**config.mk**
```make
export PLATFORM = sky130hd
export DESIGN_NAME = backtrack_unwinder
export DESIGN_NICKNAME = d
export VERILOG_FILES = /design/src/rtl/backtrack_unwinder_pkg.sv /design/src/rtl/backtrack_unwinder.sv
export SDC_FILE = /design/constraint.sdc
export NUM_CORES = 1
export LEC_CHECK = 0
export BUFFER_PORTS_ARGS = -buffer_cell sky130_fd_sc_hd__buf_2
export CAP_MARGIN = 20
export CORE_MARGIN = 2
export CORE_UTILIZATION = 45
export DETAILED_ROUTE_END_ITERATION = 10
export PLACE_DENSITY = 0.83
export SLEW_MARGIN = 20
export SYNTH_ARGS = -nofsm -noshare
export SYNTH_HDL_FRONTEND = slang
export SYNTH_SLANG_ARGS = --single-unit
```
**constraint.sdc**
```tcl
create_clock -name i_clock -period 2.4 [get_ports i_clock]
set_input_delay 0.12 -clock i_clock [delete_from_list [all_inputs] [get_ports i_clock]]
set_output_delay 0.12 -clock i_clock [all_outputs]
set_load 0.005 [all_outputs]
```
**src/rtl/backtrack_unwinder_pkg.sv**
```systemverilog
// backtrack_unwinder_pkg: shared types and sizes for the backtrack unwinder.
package backtrack_unwinder_pkg;
  localparam int MAX_VARS = 64;
  localparam int MAX_VARS_BITS = $clog2(MAX_VARS);
  typedef enum logic [1:0] {
    VAL_UNASSIGNED = 2'b00,
    VAL_FALSE      = 2'b01,
    VAL_TRUE       = 2'b10
  } var_val_t;
  typedef struct packed {
    logic [MAX_VARS_BITS-1:0] var_idx;
    var_val_t                 val;
    logic                     is_dec;
    logic                     flipped;
  } trail_entry_t;
  typedef enum logic [1:0] {BT_IDLE, BT_UNWIND, BT_DONE, BT_UNSAT} bt_state_t;
  function automatic var_val_t invert_val(input var_val_t v);
    return v == VAL_TRUE ? VAL_FALSE : v == VAL_FALSE ? VAL_TRUE : VAL_UNASSIGNED;
  endfunction
endpackage

```
**src/rtl/backtrack_unwinder.sv**
```systemverilog
// backtrack_unwinder: pops trail and decision stack in lockstep back to the newest unflipped decision.
// Optional BT_CHECK_EN: cross-checks dec_idx against the trail variable on every decision pop.
module backtrack_unwinder
  import backtrack_unwinder_pkg::*;
#(
  parameter int CNT_BITS = 8
) (
  input  logic                     i_clock,
  input  logic                     i_reset,
  input  logic                     i_conflict,
  output logic                     o_dec_pop,
  input  logic [MAX_VARS_BITS-1:0] i_dec_idx,
  input  logic                     i_dec_empty,
  output logic                     o_trail_pop,
  input  trail_entry_t             i_trail_entry,
  input  logic                     i_trail_empty,
  output logic                     o_var_wr_en,
  output logic [MAX_VARS_BITS-1:0] o_var_wr_idx,
  output var_val_t                 o_var_wr_val,
  output logic                     o_busy,
  output logic                     o_done,
  output logic [MAX_VARS_BITS-1:0] o_resume_idx,
  output var_val_t                 o_resume_val,
  output logic                     o_unsat,
  output logic [CNT_BITS-1:0]      o_unwound_cnt,
  output logic                     o_mismatch
);
  bt_state_t                r_state, w_next;
  logic [CNT_BITS-1:0]      r_cnt;
  logic                     r_mismatch;
  logic [MAX_VARS_BITS-1:0] r_resume_idx;
  var_val_t                 r_resume_val;
  logic                     w_tpop, w_is_dec, w_dpop, w_bad, w_mis_set, w_resume;
  // strobes are gated by reset so the reset cycle never pops
  assign w_tpop   = r_state == BT_UNWIND && !i_reset && !i_trail_empty;
  assign w_is_dec = w_tpop && i_trail_entry.is_dec;
  assign w_dpop   = w_is_dec && !i_dec_empty;
`ifdef BT_CHECK_EN
  assign w_bad     = w_dpop && i_dec_idx != i_trail_entry.var_idx;
  assign w_mis_set = w_bad || (w_is_dec && i_dec_empty);
`else
  logic w_unused;
  assign w_unused  = ^i_dec_idx;
  assign w_bad     = 1'b0;
  assign w_mis_set = 1'b0;
`endif
  assign w_resume = w_is_dec && !i_trail_entry.flipped && !w_bad;
  always_comb begin
    w_next = r_state;
    w_next = r_state == BT_IDLE   ? (i_conflict ? BT_UNWIND : BT_IDLE) :
             r_state == BT_UNWIND ? ((i_trail_empty || w_bad) ? BT_UNSAT :
                                     w_resume ? BT_DONE : BT_UNWIND) :
             r_state == BT_DONE   ? BT_IDLE : BT_UNSAT;
  end
  always_ff @(posedge i_clock) begin
    if (i_reset) begin
      r_state      <= BT_IDLE;
      r_cnt        <= '0;
      r_mismatch   <= 1'b0;
      r_resume_idx <= '0;
      r_resume_val <= VAL_UNASSIGNED;
    end else begin
      r_state <= w_next;
      if (r_state == BT_IDLE && i_conflict) r_cnt <= '0;
      else if (w_tpop && r_cnt != '1) r_cnt <= r_cnt + CNT_BITS'(1);
      if (w_mis_set) r_mismatch <= 1'b1;
      if (w_resume) begin
        r_resume_idx <= i_trail_entry.var_idx;
        r_resume_val <= invert_val(i_trail_entry.val);
      end
    end
  end
  assign o_trail_pop   = w_tpop;
  assign o_dec_pop     = w_dpop;
  assign o_var_wr_en   = w_tpop;
  assign o_var_wr_idx  = i_trail_entry.var_idx;
  assign o_var_wr_val  = VAL_UNASSIGNED;
  assign o_busy        = r_state == BT_UNWIND;
  assign o_done        = r_state == BT_DONE;
  assign o_unsat       = r_state == BT_UNSAT;
  assign o_resume_idx  = r_resume_idx;
  assign o_resume_val  = r_resume_val;
  assign o_unwound_cnt = r_cnt;
  assign o_mismatch    = r_mismatch;
endmodule

```
==> out/metrics.cfg <==
[clock_network]
clk_latency_ns = 0.29
cts.sinks = 18
clkTransAtPathRegs_ns = 0.10
cts_buffers = 3
htreeDepth = 1
cts_root_buffer = clkbuf_4
cts_resized = 0
clock_path_buffers = 2
cts_tree = yes
post_cts_buffers = 0
cts_hold_buf = 0

[power]
internal_power_uw = 420
finalPower_uw = 543
power_density_mw_per_mm2 = 507
clkPwrFrac_pct = 34.3
power_switching_uw = 124
seq_power_share_pct = 56.5
power.leakage_nw = 0.560
comb_power_share_pct = 9.2
p_sw_share_pct = 22.8
ir_worst_vdd_uv = 424

[route]
routed_wire_length_per_instance_microns = 11.3
drtAntennaViolNets = 0
vias_per_cell = 5.00
first_iter_violations = 13
dr.pass1.iters = 4
wl_microns = 1760
drc = 0
route.vias.total = 780

[logic_synthesis]
yosys_most_used_dff = dfxtp_1
syn_area_per_cell_sq_um = 9.17
syn_inst = 94
yosysSeqAreaShare_pct = 41.8
syn_area_sq_um = 862
synth-edff-count = 0
synth.distinct_cells = 27
yosys_warnings = 0
async_reset_ff_share_pct = 0
synth_seq_cells = 18

[critical_path]
critPathMaxStageDelay_ns = 0.45
required_ns = 2.63
cp-end-kind = flop
cp_slowest_cell = dfxtp_1
cp_cell_sequence = nor4b_4 -> nand3b_1 -> or3b_1 -> a21oi_1
r2r_start = r_state[0]$_SDFF_PP0_
start_kind = flop
worstSetupPathType = flop to flop
crit_start = r_state[0]$_SDFF_PP0_
path_max_fanout = 8
worstPathArrival_ns = 2.11

[placement]
port_buffers = 42
gp_congestion = 0.698
dpl.hpwl_microns = 1380

[timing]
min_period_over_period_pct = 78.4
setup_violations = 0
rsz0062_at_grt = no
fin_worst_skew_ns = 0.00137
worstMarginPinSlew_ns = 0.557
relSlewSlack_pct = 62.5
whs_ns = 0.0618
fmax_mhz = 531
fin_setup_tns_ns = 0
period_minus_slack_ns = 1.88
final_hold_viol_count = 0
drv_slew = 0

[layout]
utilization_pct = 60.7
area_growth_pct = 24.2
nets = 154
fill_cells = 173
drive_gt1_share_pct = 36.6
diodes = 0

[global_route]
grt_max_degree = 14
antenna_found_initial = 0
grt_pass1_vias = 623
overflow = 0
grt_first_pass_wirelength_microns = 2580
grt_usage_pct = 16.2

[worst_hold_path]
hold_class = input port to flop
min-delay-start = i_trail_entry[7]

[floorplan]
row_count = 15
coreArea_sq_mm = 0.00176
die_h_microns = 47.8
ioPinCount = 52
initial_utilization_pct = 48.9
die_w_microns = 47.8
die-area_sq_mm = 0.00228

[job]
max-cap-violations = 0

[status]
status = complete, no violations

## through the flow
stage | std cells | worst slack [ns] | area, sq um
2_1_floorplan | 96 | 0.914 | 870
3_3_place_gp | 152 | 0.632 | 1030
3_5_place_dp | 152 | 0.546 | 1030
6_report | 156 | 0.518 | 1070
5_1_grt | 156 | 0.382 | 1070
4_1_cts | 156 | 0.514 | 1070
## Yosys cell counts, types with 2 or more instances
master	number	area (sq um)
nand2_1	4	15.0
mux2i_1	7	70.1
buf_4	10	75.1
nor2b_1	2	12.5
and2_1	2	12.5
inv_1	2	7.51
and3_1	3	18.8
nor2_1	15	56.3
or3b_1	2	17.5
xor2_1	4	35.0
o31ai_1	3	22.5
o211ai_1	5	37.5
dfxtp_1	18	360
a21oi_1	4	20.0
## state kept, by name, indices dropped and copies added, names as in the netlist
| signal | count |
|---|---|
| o_resume_idx | 6 |
| o_resume_val | 2 |
| o_unwound_cnt | 8 |
| r_state | 2 |
## power groups by stage
stage	Sequential (mW)	Combinational, mW	Clock, mW
after global routing	0.308	0.0563	0.206
final	0.307	0.0497	0.186
after global placement	0.314	0.0485	0
after detailed placement	0.314	0.0501	0
after CTS	0.307	0.0504	0.191
after floorplan	0.313	0.0339	0
## path summary, 6_finish.rpt
| kind | endpoint | slack, ns | depth (start not counted) |
|---|---|---|---|
| worst max-delay path | o_resume_val[0]$_SDFFE_PP0P_ | 0.52 | 4 |
| worst min-delay path | o_resume_idx[3]$_SDFFE_PP0P_ | 0.06 | 3 |
| worst max register to register | o_resume_val[0]$_SDFFE_PP0P_ | 0.52 | 4 |
| worst min register to register | o_resume_val[0]$_SDFFE_PP0P_ | 0.46 | 2 |
## critical path: cells and delay by family, from the launching register on
family           cells  cell delay (ns)
flip-flops           1             0.45
AND/OR/NAND/NOR      3             1.23
AO/OA/AOI/OAI        1             0.15
## layout by cell type (no fill, tap or decap)
| master | synthesis | layout |
|---|---|---|
| or2_1 | 1 | 1 |
| o31ai_1 | 3 | 3 |
| a21oi_1 | 4 | 4 |
| or3b_1 | 2 | 2 |
| clkbuf_4 | 0 | 3 |
| nor3b_1 | 1 | 1 |
| o2111ai_1 | 1 | 1 |
| xor2_1 | 4 | 4 |
| dfxtp_1 | 18 | 18 |
| clkbuf_8 | 0 | 1 |
| o211ai_1 | 5 | 5 |
| nor4b_4 | 1 | 1 |
| nand3_1 | 1 | 1 |
| nor2b_1 | 2 | 2 |
| mux2i_1 | 7 | 7 |
| ha_1 | 1 | 1 |
| conb_1 | 1 | 3 |
| nand4_1 | 1 | 1 |
| buf_2 | 1 | 42 |
| nand2b_1 | 1 | 1 |
| nand2_1 | 4 | 4 |
| inv_1 | 2 | 2 |
| buf_4 | 10 | 1 |
| o21ai_0 | 1 | 1 |
| and2_1 | 2 | 2 |
| nor2_1 | 15 | 15 |
| and3_1 | 3 | 3 |
| nand3b_1 | 1 | 1 |
## layout make-up
type                    count  area, sq um  area share (%)
flip-flops and latches     18          360            33.6
inverters                   2         7.51           0.701
multi-input cells          64          418            39.0
well taps                  25         31.3            2.92
repair buffers             43          218            20.3
clock buffers               4         36.3            3.39
## per-layer routing
metal	track usage, %	vias up	wire length (microns)
met5	0	-	0
met4	3.24	0	11
met3	6.04	2	162
met2	28.3	35	814
met1	19.1	353	767
li1	-	390	-
## kinds of logic after synthesis
family	after synthesis	share of synthesized area (%)
other	1	0.435
DFF	18	41.8
muxes	7	8.13
AOI/OAI and AO/OA	14	10.9
xor gates and xnor gates	4	4.06
buffers and inverters	14	10.6
and+or+nand+nor	35	22.6
adders and majority gates	1	1.45
(Power assumes the default switching activity.)
